File: config.mk
export PLATFORM = sky130hd
export DESIGN_NAME = dm_access_arbiter
export DESIGN_NICKNAME = d
export VERILOG_FILES = /design/src/rtl/dm_pkg.sv /design/src/rtl/dm_access_arbiter_starve_ctr.sv /design/src/rtl/dm_access_arbiter.sv
export SDC_FILE = /design/constraint.sdc
export NUM_CORES = 1
export LEC_CHECK = 0
export ABC_AREA = 0
export CAP_MARGIN = 20
export CORE_AREA = 3 3 119 121
export DETAILED_ROUTE_END_ITERATION = 7
export DIE_AREA = 0 0 122 124
export GPL_ROUTABILITY_DRIVEN = 0
export PLACE_DENSITY = 0.8
export SETUP_SLACK_MARGIN = 0.4
export SYNTH_ARGS = -nofsm -noshare
export SYNTH_HDL_FRONTEND = slang
export SYNTH_SLANG_ARGS = --single-unit
File: constraint.sdc
create_clock -name clk -period 8.9 [get_ports clk]
set_clock_uncertainty 0.15 [all_clocks]
set_input_delay 0.89 -clock clk [delete_from_list [all_inputs] [get_ports clk]]
set_output_delay 0.89 -clock clk [all_outputs]
set_load 0.02 [all_outputs]
File: src/rtl/dm_pkg.sv
// Shared constants, requester-select encoding and access-fault check for the
// data-memory access arbiter.
package dm_pkg;

  localparam int unsigned DM_DEPTH = 24;
  localparam int unsigned DM_IDX_W = 5;

  typedef enum logic [1:0] {
    SEL_NONE = 2'b00,
    SEL_CPU  = 2'b01,
    SEL_LD   = 2'b10
  } sel_e;

  // A fault is a misaligned byte address or a word index past the array end.
  function automatic logic dm_fault(input logic [31:0] addr, input int unsigned depth);
    return (addr[1:0] != 2'b00) || ({2'b00, addr[31:2]} >= depth);
  endfunction

endpackage

File: src/rtl/dm_access_arbiter_starve_ctr.sv
// Loader starvation guard: counts consecutive denied loader cycles and
// raises force_ld once the count saturates at LIMIT.
module dm_starve_ctr #(
  parameter int unsigned LIMIT = 4
) (
  input  logic clk,
  input  logic rst,
  input  logic ld_req,
  input  logic ld_gnt,
  output logic force_ld
);

  localparam logic [3:0] LIM = 4'(LIMIT);

  logic [3:0] cnt_q, cnt_d;

  always_comb begin
    cnt_d = cnt_q;
    if (!ld_req || ld_gnt) begin
      cnt_d = 4'd0;
    end else if (cnt_q != LIM) begin
      cnt_d = cnt_q + 4'd1;
    end
  end

  always_ff @(posedge clk) begin
    if (rst) begin
      cnt_q <= 4'd0;
    end else begin
      cnt_q <= cnt_d;
    end
  end

  assign force_ld = (cnt_q == LIM);

endmodule

File: src/rtl/dm_access_arbiter.sv
// Single-port data-memory controller shared by the MEM stage and the loader:
// fixed CPU priority with a loader starvation guard, fault checks, 1-cycle reads.
module dm_access_arbiter
  import dm_pkg::*;
#(
  parameter int unsigned DEPTH        = DM_DEPTH,
  parameter int unsigned IDX_W        = DM_IDX_W,
  parameter int unsigned STARVE_LIMIT = 4
) (
  input  logic             clk,
  input  logic             rst,
  input  logic             cpu_req,
  input  logic             cpu_we,
  input  logic [31:0]      cpu_addr,
  input  logic [31:0]      cpu_wdata,
  output logic             cpu_gnt,
  output logic             cpu_stall,
  output logic             cpu_rvalid,
  output logic [31:0]      cpu_rdata,
  input  logic             ld_req,
  input  logic             ld_we,
  input  logic [31:0]      ld_addr,
  input  logic [31:0]      ld_wdata,
  output logic             ld_gnt,
  output logic             ld_rvalid,
  output logic [31:0]      ld_rdata,
  output logic             mem_we,
  output logic [IDX_W-1:0] mem_idx,
  output logic [31:0]      mem_wdata,
  input  logic [31:0]      mem_rdata,
  output logic             err,
  output logic [31:0]      err_addr
);

  sel_e        sel;
  logic        force_ld;
  logic        g_we, g_fault;
  logic [31:0] g_addr, g_wdata, rd_word;

  logic        cpu_rvalid_q, cpu_rvalid_d, ld_rvalid_q, ld_rvalid_d;
  logic [31:0] cpu_rdata_q, cpu_rdata_d, ld_rdata_q, ld_rdata_d;
  logic        err_q, err_d;
  logic [31:0] err_addr_q, err_addr_d;

  dm_starve_ctr #(.LIMIT(STARVE_LIMIT)) u_starve (
    .clk      (clk),
    .rst      (rst),
    .ld_req   (ld_req),
    .ld_gnt   (ld_gnt),
    .force_ld (force_ld)
  );

  // Nothing is granted while reset is held, so no access slips through it.
  always_comb begin
    sel = SEL_NONE;
    if (!rst) begin
      if (cpu_req && ld_req) begin
        sel = force_ld ? SEL_LD : SEL_CPU;
      end else if (cpu_req) begin
        sel = SEL_CPU;
      end else if (ld_req) begin
        sel = SEL_LD;
      end
    end
  end

  assign cpu_gnt   = (sel == SEL_CPU);
  assign ld_gnt    = (sel == SEL_LD);
  assign cpu_stall = cpu_req & ~cpu_gnt & ~rst;

  always_comb begin
    g_addr  = 32'h0;
    g_wdata = 32'h0;
    g_we    = 1'b0;
    unique case (sel)
      SEL_CPU: begin
        g_addr  = cpu_addr;
        g_wdata = cpu_wdata;
        g_we    = cpu_we;
      end
      SEL_LD: begin
        g_addr  = ld_addr;
        g_wdata = ld_wdata;
        g_we    = ld_we;
      end
      default: ;
    endcase
    g_fault = (sel != SEL_NONE) && dm_fault(g_addr, DEPTH);
    rd_word = g_fault ? 32'h0 : mem_rdata;
  end

  assign mem_we    = (sel != SEL_NONE) & g_we & ~g_fault;
  assign mem_idx   = g_addr[IDX_W+1:2];
  assign mem_wdata = g_wdata;

  // Load data is captured at the grant edge; rdata holds between loads.
  always_comb begin
    cpu_rvalid_d = (sel == SEL_CPU) && !g_we;
    ld_rvalid_d  = (sel == SEL_LD) && !g_we;
    cpu_rdata_d  = cpu_rvalid_d ? rd_word : cpu_rdata_q;
    ld_rdata_d   = ld_rvalid_d ? rd_word : ld_rdata_q;
    err_d        = err_q | g_fault;
    err_addr_d   = (g_fault && !err_q) ? g_addr : err_addr_q;
  end

  always_ff @(posedge clk) begin
    if (rst) begin
      cpu_rvalid_q <= 1'b0;
      ld_rvalid_q  <= 1'b0;
      cpu_rdata_q  <= 32'h0;
      ld_rdata_q   <= 32'h0;
      err_q        <= 1'b0;
      err_addr_q   <= 32'h0;
    end else begin
      cpu_rvalid_q <= cpu_rvalid_d;
      ld_rvalid_q  <= ld_rvalid_d;
      cpu_rdata_q  <= cpu_rdata_d;
      ld_rdata_q   <= ld_rdata_d;
      err_q        <= err_d;
      err_addr_q   <= err_addr_d;
    end
  end

  assign cpu_rvalid = cpu_rvalid_q;
  assign cpu_rdata  = cpu_rdata_q;
  assign ld_rvalid  = ld_rvalid_q;
  assign ld_rdata   = ld_rdata_q;
  assign err        = err_q;
  assign err_addr   = err_addr_q;

endmodule

# Yosys cells after proc, flatten, opt, wreduce, memory -nomap -nowiden
# Index checks and enable logic that the tools add are counted.
dict set report totals {
  regBits 103
  elab_cells 43
  in_bits 166
  out_inout_bits 140
}
dict set report op_classes {
  n_reduce_logical 13
  n_mux 9
  bitwise 8
  add_sub_neg 1
  n_lt_le_gt_ge 1
  n_eq_ne 4
}
# cell count
set op_table {}
lappend op_table {{$pmux 32 s2} 2}
lappend op_table {{$mux 32} 1}
lappend op_table {{$ge 30x5->1 const B} 1}
lappend op_table {{$mux 2} 5}
lappend op_table {{$logic_and 1x1->1} 5}
lappend op_table {{$add 4x1->4 const B} 1}
lappend op_table {{$and 1x1->1} 4}
lappend op_table {{$eq 4x3->1 const B} 1}
lappend op_table {{$ne 4x3->1 const B} 1}
lappend op_table {{$reduce_bool 2->1} 2}
lappend op_table {{$logic_not 1->1} 3}
lappend op_table {{$not 1->1} 3}
lappend op_table {{$eq 2x1->1 const B} 1}
lappend op_table {{$eq 2x2->1 const B} 1}
lappend op_table {{$logic_or 1x1->1} 2}
lappend op_table {{$pmux 1 s2} 1}
lappend op_table {{$reduce_or 2->1} 1}
lappend op_table {{$or 1x1->1} 1}

# Logic depth before layout (Yosys ltp)
# Gate-level depths: netlist of the first run.
dict set report logic_depth {
  word_depth 11
  ltp_mapped 16
  ltp_nobuf 13
}

# Modules after synthesis
# A second synthesis of the first run with hierarchy kept.
dict set report hier_totals {
  cells_unflattened 589
  hier_area_um2 5586.6
}
# module area_each_um2 seq_area_each_um2 n_inst cells_per_inst
set modules_own_cells {}
lappend modules_own_cells {dm_access_arbiter 5372.7 1981.9 1 568}
lappend modules_own_cells {dm_starve_ctr 214.0 80.1 1 21}

# Worst setup path after synthesis of the first run
# No wires, ideal clock.
dict set report synth_timing {
  kind {input to output}
  start {input rst}
  end {output mem_we}
  required_time_ns 7.860
  n_path_buf 2
  setup_slack_ns 4.669
  path_stages 11
  arrival_ns 3.191
  path_cell_list {clkbuf_1 nand2b_1 a21oi_1 inv_1 ha_1 buf_4 a22oi_1 a31oi_1 a31oi_2 o211ai_1 nor4_1}
}
dict set report synth_via {
  elab_chain_len 8
  word_cells_on_any_way 13
}
# item line
set synth_lines {}
lappend synth_lines {{start, declared} dm_access_arbiter.sv:11} ;# input logic rst,
lappend synth_lines {{$mux 2 (*)} dm_access_arbiter.sv:56} ;# if (!rst) begin
lappend synth_lines {{$eq 2x2->1 (*)} n/a}
lappend synth_lines {{net ld_gnt} dm_access_arbiter.sv:24} ;# output logic ld_gnt,
lappend synth_lines {{$pmux 32 s2} dm_access_arbiter.sv:75} ;# unique case (sel)
lappend synth_lines {{$ge 30x5->1 / $reduce_bool 2->1 (equally long branches)} dm_pkg.sv:16} ;# return (addr[1:0] != 2'b00) || ({2'b00, addr[31:2]} >= depth);
lappend synth_lines {{$logic_or 1x1->1} dm_pkg.sv:16}
lappend synth_lines {{$logic_and 1x1->1} dm_access_arbiter.sv:88} ;# g_fault = (sel != SEL_NONE) && dm_fault(g_addr, DEPTH);
lappend synth_lines {{$not 1->1} dm_access_arbiter.sv:92} ;# assign mem_we = (sel != SEL_NONE) & g_we & ~g_fault;
lappend synth_lines {{$and 1x1->1 (*)} dm_access_arbiter.sv:92}
lappend synth_lines {{end, declared} dm_access_arbiter.sv:27} ;# output logic mem_we,
# The timed path passes the listed nets; every way through them passes the cells marked *.

# Worst setup path in the final report of the first run
dict set report layout_timing {
  start {input rst}
  end {output mem_we}
}
dict set report layout_via {
  elab_chain_len 8
  word_cells_on_any_way 13
}
# item line
set layout_lines {}
lappend layout_lines {{$mux 2 (*)} dm_access_arbiter.sv:56}
lappend layout_lines {{$eq 2x2->1 / $eq 2x1->1 (equally long branches)} dm_access_arbiter.sv:75}
lappend layout_lines {{$pmux 32 s2} dm_access_arbiter.sv:75}
lappend layout_lines {{$ge 30x5->1 / $reduce_bool 2->1 (equally long branches)} dm_pkg.sv:16}
lappend layout_lines {{$logic_or 1x1->1} dm_pkg.sv:16}
lappend layout_lines {{$logic_and 1x1->1} dm_access_arbiter.sv:88}
lappend layout_lines {{$not 1->1} dm_access_arbiter.sv:92}
lappend layout_lines {{$and 1x1->1 (*)} dm_access_arbiter.sv:92}
# Mark *: on every way between the ends. The rest lies on a longest branch, timed or not.

==> out/qor.txt, run 1 <==
Detailed Routing Iterations Pass 1: 5
full die area: 15100 um^2
warnings from Yosys: 0
Worst-Margin Slew: 1.09 ns
maximum vdd drop: 0.0902 mV
RSZ-0062 raised after global routing: false
Synth area leaders: dfxtp_1 42%, a21oi_1 11%, a22oi_1 9.6%
area of the multi-input gates: 2500 um^2
ANT nets after route: 0
Setup Fix Bufs, Post-CTS: 0
vias in the first global route: 5291
Leak: 2.67 nW
dpl ws: 3.76 ns
CTS buffer count: 9
fraction of layout cells with a size suffix above 1: 0.0413
gr ovfl total: 0
dpl cell area: 7920 um^2
clk_lat worst skew: 0.34 ns
post-synthesis sequential area ratio: 0.421
Worst slew margin: 0.273
HP Class: reg -> reg
CTS clk-pin slew, worst paths: 0.08 ns
Worst EP required: 7.86 ns
Initial DRC Count: 443
Mapped Cells: 635
CP max-delay cell: buf_4
EDFF count, synth: 0
largest net degree at the start of global routing: 125
Die Y: 124 um
first-pass GRT wire length: 28.4 mm
top cell type's share of synthesized area: 0.421
CP max stage delay: 0.73 ns
Clock Path Buffers: 2
# setup viols final: 0
minimum clock period: 5.13 ns
H-tree depth: 3
CTS resizes: 0
GRT Util Overall: 0.241
Initial Utilization: 0.372
Yosys top cell by area: dfxtp_1
critical path cell sequence: buf_4 > nand2b_1 > a21o_1 > ha_2 > and2_1 > o22ai_2 > a31oi_2 > o211ai_1 > nor4_1 > clkdlybuf4s50_1
CP delay by family, top: buffers and inverters
final hold vios: 0
Final nets: 1061
core area: 13200 um^2
cts hold-fix bufs: 0
num rows: 42
chip width: 122 um
# fillers: 1152
Synth Register Bits: 103
setup ws final: 3.77 ns
WP buf/inv: 2
final worst path period share: 0.577
Reg area: 2060 um^2
power per cell area: 137 nW/um^2
Root Buffer: clkbuf_16
Worst EP arrival: 4.09 ns
Setup TNS Final: 0 ns
placed wire-length estimate: 14.0 mm
run status: finished, final reports clean
hold_ws: 0.303 ns
CTS tree: yes
routed vias: 5767
CTS sink count: 103
startpoint types: input port
# port buffers: 305
fmax: 0.195 GHz
wire per inst: 17.9 um
critical path peak fanout: 101
Post-Syn Area per Cell: 7.72 um^2
Max Cap Viol: 0
ys flop type: dfxtp_1
Netlist cell types: 35
Post-Layout Inst Area: 8260 um^2
fin util: 0.626
top-level I/O count: 306
kind of critical path: in -> out
drt via density: 5.38
fin. max-slew vios: 0
area delta synth->final: 68.4%
Synth Cell Area: 4900 um^2
DRT Wirelength: 19.1 mm
# DRC: 0
Synth Net Count: 806
most frequent cells after synthesis: 103 x a21oi_1, 103 x dfxtp_1, 74 x nand2_1
initial antenna violation count: 0
ANT cells: 0
ys async rst share: 0
Critical Path Sink Type: output port
## metrics by stage
stage          cells  total power, W
6_report        1071         0.00113
5_1_grt         1071         0.00117
4_1_cts         1070         0.00114
3_5_place_dp    1054        0.000730
3_3_place_gp    1054        0.000729
2_1_floorplan    635        0.000595
## logic make-up after synthesis
logic type,synth area share
simple gates,0.230
compound gates,0.258
buf+inv,0.0730
fa+ha+maj,0.0128
flops,0.421
xor+xnor,0.00536
## cell type report
class,count,area share
repair buffers,315,0.381
clock inverters,6,0.00970
inverters,6,0.00273
well taps,176,0.0267
flip-flops and latches,103,0.250
clock buffers,10,0.0277
multi-input cells,455,0.303
## layout by cell type (no fill, tap or decap), types with 2 or more instances in the layout
cell type,instances
nand3_1,70
xnor2_1,2
nor2_1,43
ha_1,3
buf_4,10
nor4_1,13
inv_1,6
or4_1,26
clkdlybuf4s50_1,304
nand2_1,74
o211ai_1,2
a22oi_1,63
o21ai_2,2
ha_2,2
nand4_1,2
a21oi_1,103
clkinv_4,2
o21ai_0,32
dfxtp_1,103
or2_2,2
nand2b_1,2
clkbuf_16,9
## sequential cells by signal (all words and copies together) (netlist names)
signal and cells:
cpu_rdata 32, cpu_rvalid 1, err 1, err_addr 32
ld_rdata 32, ld_rvalid 1, u_starve.cnt_q 4
## final timing paths
check	end	cells past startpoint	startpoint	slack (ns)
max reg2reg	err_addr[0]	14	u_starve.cnt_q[0]	4.98
max	mem_we	10	rst	3.77
min reg2reg	ld_rdata[2]	2	ld_rdata[2]	0.30
min	ld_rdata[2]	2	ld_rdata[2]	0.30
## worst register-to-register path: stages, from the launching register on
cell and delay [ns]:
dfxtp_1 0.33, inv_1 0.09, ha_1 0.15, nand2_1 0.06, or2_2 0.30, a21o_1 0.22, inv_1 0.06, ha_2 0.48
buf_4 0.50, o211ai_1 0.21, o221a_4 0.16, buf_4 0.21, buf_16 0.24, or4_1 0.55, a21oi_1 0.13
## report_power, final
group          switching (W)  internal, W
clock               0.000185     0.000223
combinational       0.000120     0.000122
sequential        0.00000681     0.000474
## metal layers
metal | track usage | routed length [um]
met5 | 0 | 0
met4 | 0.106 | 686
met3 | 0.0504 | 1350
met2 | 0.421 | 9660
met1 | 0.286 | 7440
Note: power is estimated with default switching activity, not from simulation.
==> run 2: changes to the inputs <==
--- a/config.mk
+++ b/config.mk
@@ -7,11 +7,12 @@
 export LEC_CHECK = 0
 export ABC_AREA = 0
 export CAP_MARGIN = 20
-export CORE_AREA = 3 3 119 121
+export CORE_ASPECT_RATIO = 1.5
+export CORE_MARGIN = 3
+export CORE_UTILIZATION = 34
 export DETAILED_ROUTE_END_ITERATION = 7
-export DIE_AREA = 0 0 122 124
 export GPL_ROUTABILITY_DRIVEN = 0
-export PLACE_DENSITY = 0.8
+export PLACE_DENSITY = 0.78
 export SETUP_SLACK_MARGIN = 0.4
 export SYNTH_ARGS = -nofsm -noshare
 export SYNTH_HDL_FRONTEND = slang
==> constraint.sdc (replaced) <==
create_clock -name clk -period 4.6 [get_ports clk]
set_clock_uncertainty 0.15 [all_clocks]
set_input_delay 0.46 -clock clk [delete_from_list [all_inputs] [get_ports clk]]
set_output_delay 0.46 -clock clk [all_outputs]
set_load 0.02 [all_outputs]
==> run 2 against run 1 <==
Global-route usage down 1.3 points. Cell count up 1.9%. Register-to-register slack worse by 4.1 ns. Total power up 93%. Hold slack worse by 0.00054 ns. Sequential power up 94%. Sequential share of layout area down 0.15 points. Clock power up 92%. Die area up 5.3%. Count of clock-buffer cells in the layout up 1. Utilization down 3.5 points. Critical endpoint unchanged.
==> out/qor.txt, run 2 (synthesis results as in run 1) <==
run status: finished, final reports clean
vias in the first global route: 5376 (+1.6%)
RSZ-0062 raised after global routing: false
fraction of layout cells with a size suffix above 1: 0.0478 (+0.00649)
full die area: 15900 um^2 (+5.3%)
minimum clock period: 3.91 ns
hold_ws: 0.303 ns (-0.000544 ns)
Setup Fix Bufs, Post-CTS: 0 (unchanged)
fin. max-slew vios: 0 (unchanged)
chip width: 104 um (-15%)
Root Buffer: clkbuf_16
Worst EP arrival: 3.30 ns (-0.79 ns)
gr ovfl total: 0 (unchanged)
placed wire-length estimate: 14.6 mm (+3.9%)
# setup viols final: 0 (unchanged)
fin util: 0.591 (-0.0348)
final hold vios: 0 (unchanged)
initial antenna violation count: 0 (unchanged)
CTS tree: yes
Worst-Margin Slew: 1.04 ns (-0.0463 ns)
ANT cells: 0 (unchanged)
CP max-delay cell: nor4_1
# port buffers: 305 (unchanged)
routed vias: 5726 (-0.71%)
Detailed Routing Iterations Pass 1: 5 (unchanged)
CTS resizes: 0 (unchanged)
power consumption: 0.00218 W (+93%)
power per cell area: 263 nW/um^2 (+92%)
drt via density: 5.25 (-2.5%)
H-tree depth: 3 (unchanged)
Final nets: 1065 (+0.38%)
dpl ws: 0.887 ns (-2.88 ns)
most common cell after layout, fill and taps aside: clkdlybuf4s50_1
core area: 14100 um^2 (+6.6%)
GRT Util Overall: 0.228 (-0.0129)
Worst slew margin: 0.304 (+0.0309)
Leak: 2.69 nW (+0.88%)
final worst path period share: 0.850
Clock Path Buffers: 2 (unchanged)
critical path cell sequence: inv_1 > ha_1 > nand2_1 > or2_2 > a21o_1 > inv_1 > ha_2 > buf_4 > nand2_1 > a31oi_2 > o211ai_1 > nor4_1 > buf_12
Critical Path Sink Type: output port
CTS buffer count: 9 (unchanged)
Worst EP required: 3.99 ns (-3.87 ns)
Die Y: 153 um (+23%)
Max Cap Viol: 0 (unchanged)
most frequent cells in the layout: 303 x clkdlybuf4s50_1, 103 x a21oi_1, 102 x dfxtp_1
largest net degree at the start of global routing: 100 (-20%)
ANT nets after route: 0 (unchanged)
critical path peak fanout: 26 (-74%)
startpoint types: flop
maximum vdd drop: 0.140 mV (+55%)
DRT Wirelength: 19.0 mm (-0.52%)
cts hold-fix bufs: 0 (unchanged)
top-level I/O count: 306 (unchanged)
CP max stage delay: 0.45 ns (-0.28 ns)
area delta synth->final: 69.5%
setup ws final: 0.689 ns (-3.08 ns)
Setup TNS Final: 0 ns (unchanged)
Initial DRC Count: 262 (-41%)
num rows: 53 (+26%)
wire per inst: 17.4 um (-2.3%)
CTS sink count: 103 (unchanged)
fmax: 0.256 GHz
CTS clk-pin slew, worst paths: 0.07 ns (about the same)
Initial Utilization: 0.349 (-0.0230)
first-pass GRT wire length: 29.3 mm (+3.4%)
register-to-register setup slack: 0.93 ns (-4.05 ns)
# DRC: 0 (unchanged)
HP Class: reg -> reg
clk_lat worst skew: 0.34 ns (about the same)
kind of critical path: reg -> out
[run 2: cell count changes in the layout (fill, tap and decap cells not counted)]
cell | previous run | this run
clkbuf_8 | 0 | 1
dfxtp_2 | 0 | 1
inv_6 | 1 | 0
clkdlybuf4s50_1 | 304 | 303
clkinv_8 | 1 | 0
dfxtp_1 | 103 | 102
inv_8 | 0 | 1
buf_4 | 10 | 14
buf_16 | 1 | 0
buf_12 | 0 | 2
[run 2: critical path, delay by kind of cell (launching register included)]
family	cells	cell delay, ns
AOI/OAI and AO/OA	3	0.60
adders and majority gates	2	0.42
buffers and inverters	4	0.66
DFF	1	0.33
and+or+nand+nor	4	0.95
[run 2: metal layers]
| metal | routed length, um | up-vias | track usage |
|---|---|---|---|
| met3 | 1490 | 26 | 0.0604 |
| met4 | 431 | 0 | 0.0735 |
| met1 | 7440 | 2627 | 0.268 |
| met2 | 9670 | 259 | 0.402 |
| li1 | - | 2814 | - |
| met5 | 0 | - | 0 |
[run 2: cell type report]
cell class	count	area, um^2
Fill cell	1286	5750
Inverter	6	22.5
Clock buffer	11	243
Tap cell	192	240
Multi-Input combinational cell	455	2500
Sequential cell	103	2060
Timing Repair Buffer	319	3180
Clock inverter	5	66.3
[run 2: power breakdown]
| part | internal (W) | switching (W) | leakage [nW] |
|---|---|---|---|
| combinational | 0.000238 | 0.000229 | 1.71 |
| sequential | 0.000917 | 0.0000158 | 0.835 |
| clock | 0.000443 | 0.000339 | 0.148 |
[run 2: final timing paths]
| path | startpoint | to | cells after the start |
|---|---|---|---|
| max | u_starve.cnt_q[0] | mem_we | 13 |
| min | cpu_rdata[28] | cpu_rdata[28] | 2 |
| max reg2reg | u_starve.cnt_q[0] | cpu_rdata[11] | 14 |
| min reg2reg | cpu_rdata[28] | cpu_rdata[28] | 2 |
[run 2: stage by stage]
step / cell area [um^2] / cells
CTS: 8310 / 1091
global route: 8310 / 1091
global placement: 8000 / 1075
finish: 8310 / 1091
detailed placement: 8000 / 1075
floorplan: 4900 / 635
==> run 3: changes to the inputs <==
--- a/config.mk
+++ b/config.mk
@@ -7,9 +7,10 @@
 export LEC_CHECK = 0
 export ABC_AREA = 0
 export CAP_MARGIN = 20
-export CORE_ASPECT_RATIO = 1.5
+export CORE_ASPECT_RATIO = 1.75
 export CORE_MARGIN = 3
 export CORE_UTILIZATION = 34
+export CTS_BUF_LIST = sky130_fd_sc_hd__clkbuf_8
 export DETAILED_ROUTE_END_ITERATION = 7
 export GPL_ROUTABILITY_DRIVEN = 0
 export PLACE_DENSITY = 0.78
@@ -17,3 +18,4 @@
 export SYNTH_ARGS = -nofsm -noshare
 export SYNTH_HDL_FRONTEND = slang
 export SYNTH_SLANG_ARGS = --single-unit
+export TNS_END_PERCENT = 20
==> run 3 against run 2 <==
Setup slack better by 0.023 ns. Non-clock buffer count is 1 higher. Sequential cell count stayed put. First-iteration DRC count is 11% higher. Maximum frequency is 0.58% higher. Cell count is 1.3% lower. Final area is 1.5% lower. Hold slack better by 0.0036 ns. Die area is 0.17% higher. Critical path type unchanged. Highest routed layer unchanged.
==> out/qor.txt, run 3 (synthesis results as in run 1) <==
run status: finished, final reports clean
chip width: 96.8 um (-7.0%)
setup ws final: 0.711 ns (+0.0226 ns)
end of the worst hold path: ld_rdata[12]
routed vias: 5772 (+0.80%)
ANT nets after route: 0 (unchanged)
Hold Crit Depth: 2 (unchanged)
Post-Layout Inst Area: 8190 um^2 (-1.5%)
final hold vios: 0 (unchanged)
most common cell after layout, fill and taps aside: clkdlybuf4s50_1
CP max stage delay: 0.34 ns (-0.11 ns)
Worst slew margin: 0.317 (+0.0134)
power per cell area: 238 nW/um^2 (-9.5%)
hold wc startpoint: ld_rdata[12]
clk_lat worst skew: 0.37 ns (+0.03 ns)
register-to-register setup slack: 1.06 ns (+0.13 ns)
drt via density: 5.36 (+2.1%)
Initial DRC Count: 290 (+11%)
gr ovfl total: 0 (unchanged)
CTS buffer count: 9 (unchanged)
vias in the first global route: 5594 (+4.1%)
wire per inst: 17.8 um (+1.8%)
largest net degree at the start of global routing: 100 (unchanged)
startpoint types: flop
FF-to-FF End: err_addr[30]
CTS clk-pin slew, worst paths: 0.10 ns (+0.03 ns)
HP Class: reg -> reg
num rows: 57 (+7.5%)
fin. max-slew vios: 0 (unchanged)
Die Y: 165 um (+7.7%)
Reg area: 2060 um^2 (about the same)
ANT cells: 0 (unchanged)
core area: 14000 um^2 (-0.57%)
CP max-delay cell: dfxtp_1
Placed Cells: 1061 (-1.3%)
# fillers: 1314 (+2.2%)
critical path cell sequence: inv_1 > ha_1 > nand2_1 > or2_2 > a21o_1 > inv_1 > ha_2 > buf_12 > nand2_1 > a31oi_2 > o211ai_1 > nor4_2 > buf_4 > dlygate4sd2_1
first-pass GRT wire length: 29.4 mm (+0.19%)
placed wire-length estimate: 14.5 mm (-0.35%)
Critical Path Sink Type: output port
CTS tree: yes
most frequent cells in the layout: 303 x clkdlybuf4s50_1, 103 x a21oi_1, 103 x dfxtp_1
Worst-Margin Slew: 1.02 ns (-0.0201 ns)
Max Cap Viol: 0 (unchanged)
critical path peak fanout: 34 (+31%)
full die area: 16000 um^2 (+0.17%)
Setup TNS Final: 0 ns (unchanged)
dpl ws: 0.572 ns (-0.315 ns)
kind of critical path: reg -> out
Clock Path Buffers: 2 (unchanged)
Detailed Routing Iterations Pass 1: 5 (unchanged)
minimum clock period: 3.89 ns (-0.0226 ns)
Reg2Reg Depth: 13 (-1)
# port buffers: 305 (unchanged)
Setup Fix Bufs, Post-CTS: 0 (unchanged)
# DRC: 0 (unchanged)
Worst EP arrival: 3.28 ns (-0.02 ns)
area of the multi-input gates: 2500 um^2 (+0.25%)
maximum vdd drop: 0.136 mV (-2.8%)
fin cells: 1077 (-1.3%)
Initial Utilization: 0.351 (+0.00200)
GRT Util Overall: 0.230 (+0.00180)
Reg-to-Reg Start: u_starve.cnt_q[0]
cts hold-fix bufs: 0 (unchanged)
# setup viols final: 0 (unchanged)
DRT Wirelength: 19.1 mm (+0.49%)
CTS resizes: 4 (+4)
initial antenna violation count: 0 (unchanged)
Leak: 2.65 nW (-1.8%)
top-level I/O count: 306 (unchanged)
dpl cell area: 7980 um^2 (-0.28%)
H-tree depth: 3 (unchanged)
fraction of layout cells with a size suffix above 1: 0.0489 (+0.00106)
area delta synth->final: 67.0%
Root Buffer: clkbuf_8
CTS sink count: 103 (unchanged)
fmax: 0.257 GHz (+0.58%)
Final nets: 1066 (+0.094%)
final worst path period share: 0.845 (-0.00492)
hold_ws: 0.306 ns (+0.00365 ns)
Worst EP required: 3.99 ns (about the same)
RSZ-0062 raised after global routing: false
run 3: cell count changes in the layout (fill, tap and decap cells not counted):
| cell | before | now |
|---|---|---|
| clkbuf_16 | 9 | 0 |
| clkbuf_8 | 1 | 10 |
| dfxtp_1 | 102 | 103 |
| nor4_1 | 13 | 12 |
| clkbuf_1 | 1 | 0 |
| dlygate4sd2_1 | 0 | 1 |
| clkinvlp_4 | 1 | 2 |
| nor4_2 | 0 | 1 |
| inv_6 | 0 | 1 |
| bufinv_16 | 1 | 0 |
| dfxtp_2 | 1 | 0 |
run 3: worst max-delay path: cells and delay by family (launching register included):
family	cells	cell delay, ns
DFF	1	0.34
adders and majority gates	2	0.41
AOI/OAI and AO/OA	3	0.61
buffers and inverters	5	0.85
and+or+nand+nor	4	0.69
run 3: worst max-delay path by stage:
| stage | slack, ns | start | end | cells past startpoint |
|---|---|---|---|---|
| global route | 0.42 | u_starve.cnt_q[0] | mem_we | 14 |
| global placement | 0.60 | ld_req | mem_we | 12 |
| finish | 0.71 | u_starve.cnt_q[0] | mem_we | 14 |
| floorplan | 1.16 | u_starve.cnt_q[0] | mem_we | 12 |
| CTS | 0.65 | u_starve.cnt_q[0] | mem_we | 14 |
| detailed placement | 0.57 | ld_req | mem_we | 12 |
run 3: layer usage:
metal  routed length, um  track usage
met1                6750        0.242
met5                   0            0
met2               10500        0.438
met3                1150       0.0448
met4                 718        0.103
run 3: per-stage QoR:
| step | power [W] | utilization |
|---|---|---|
| final | 0.00195 | 0.586 |
| after global routing | 0.00204 | 0.586 |
| after CTS | 0.00196 | 0.585 |
| after detailed placement | 0.00142 | 0.571 |
| after global placement | 0.00142 | 0.571 |
| after floorplan | 0.00115 | - |
run 3: area by class of cell:
cell class / count / area share
Sequential cell: 103 / 0.252
Timing Repair Buffer: 320 / 0.389
Multi-Input combinational cell: 455 / 0.306
Inverter: 6 / 0.00275
Clock inverter: 6 / 0.00642
Tap cell: 177 / 0.0270
Clock buffer: 10 / 0.0168
run 3: power breakdown:
part           switching, W  internal [W]  total [W]
Sequential        0.0000158      0.000917   0.000932
Combinational      0.000229      0.000239   0.000468
Clock              0.000325      0.000219   0.000545
Total              0.000571       0.00137    0.00195
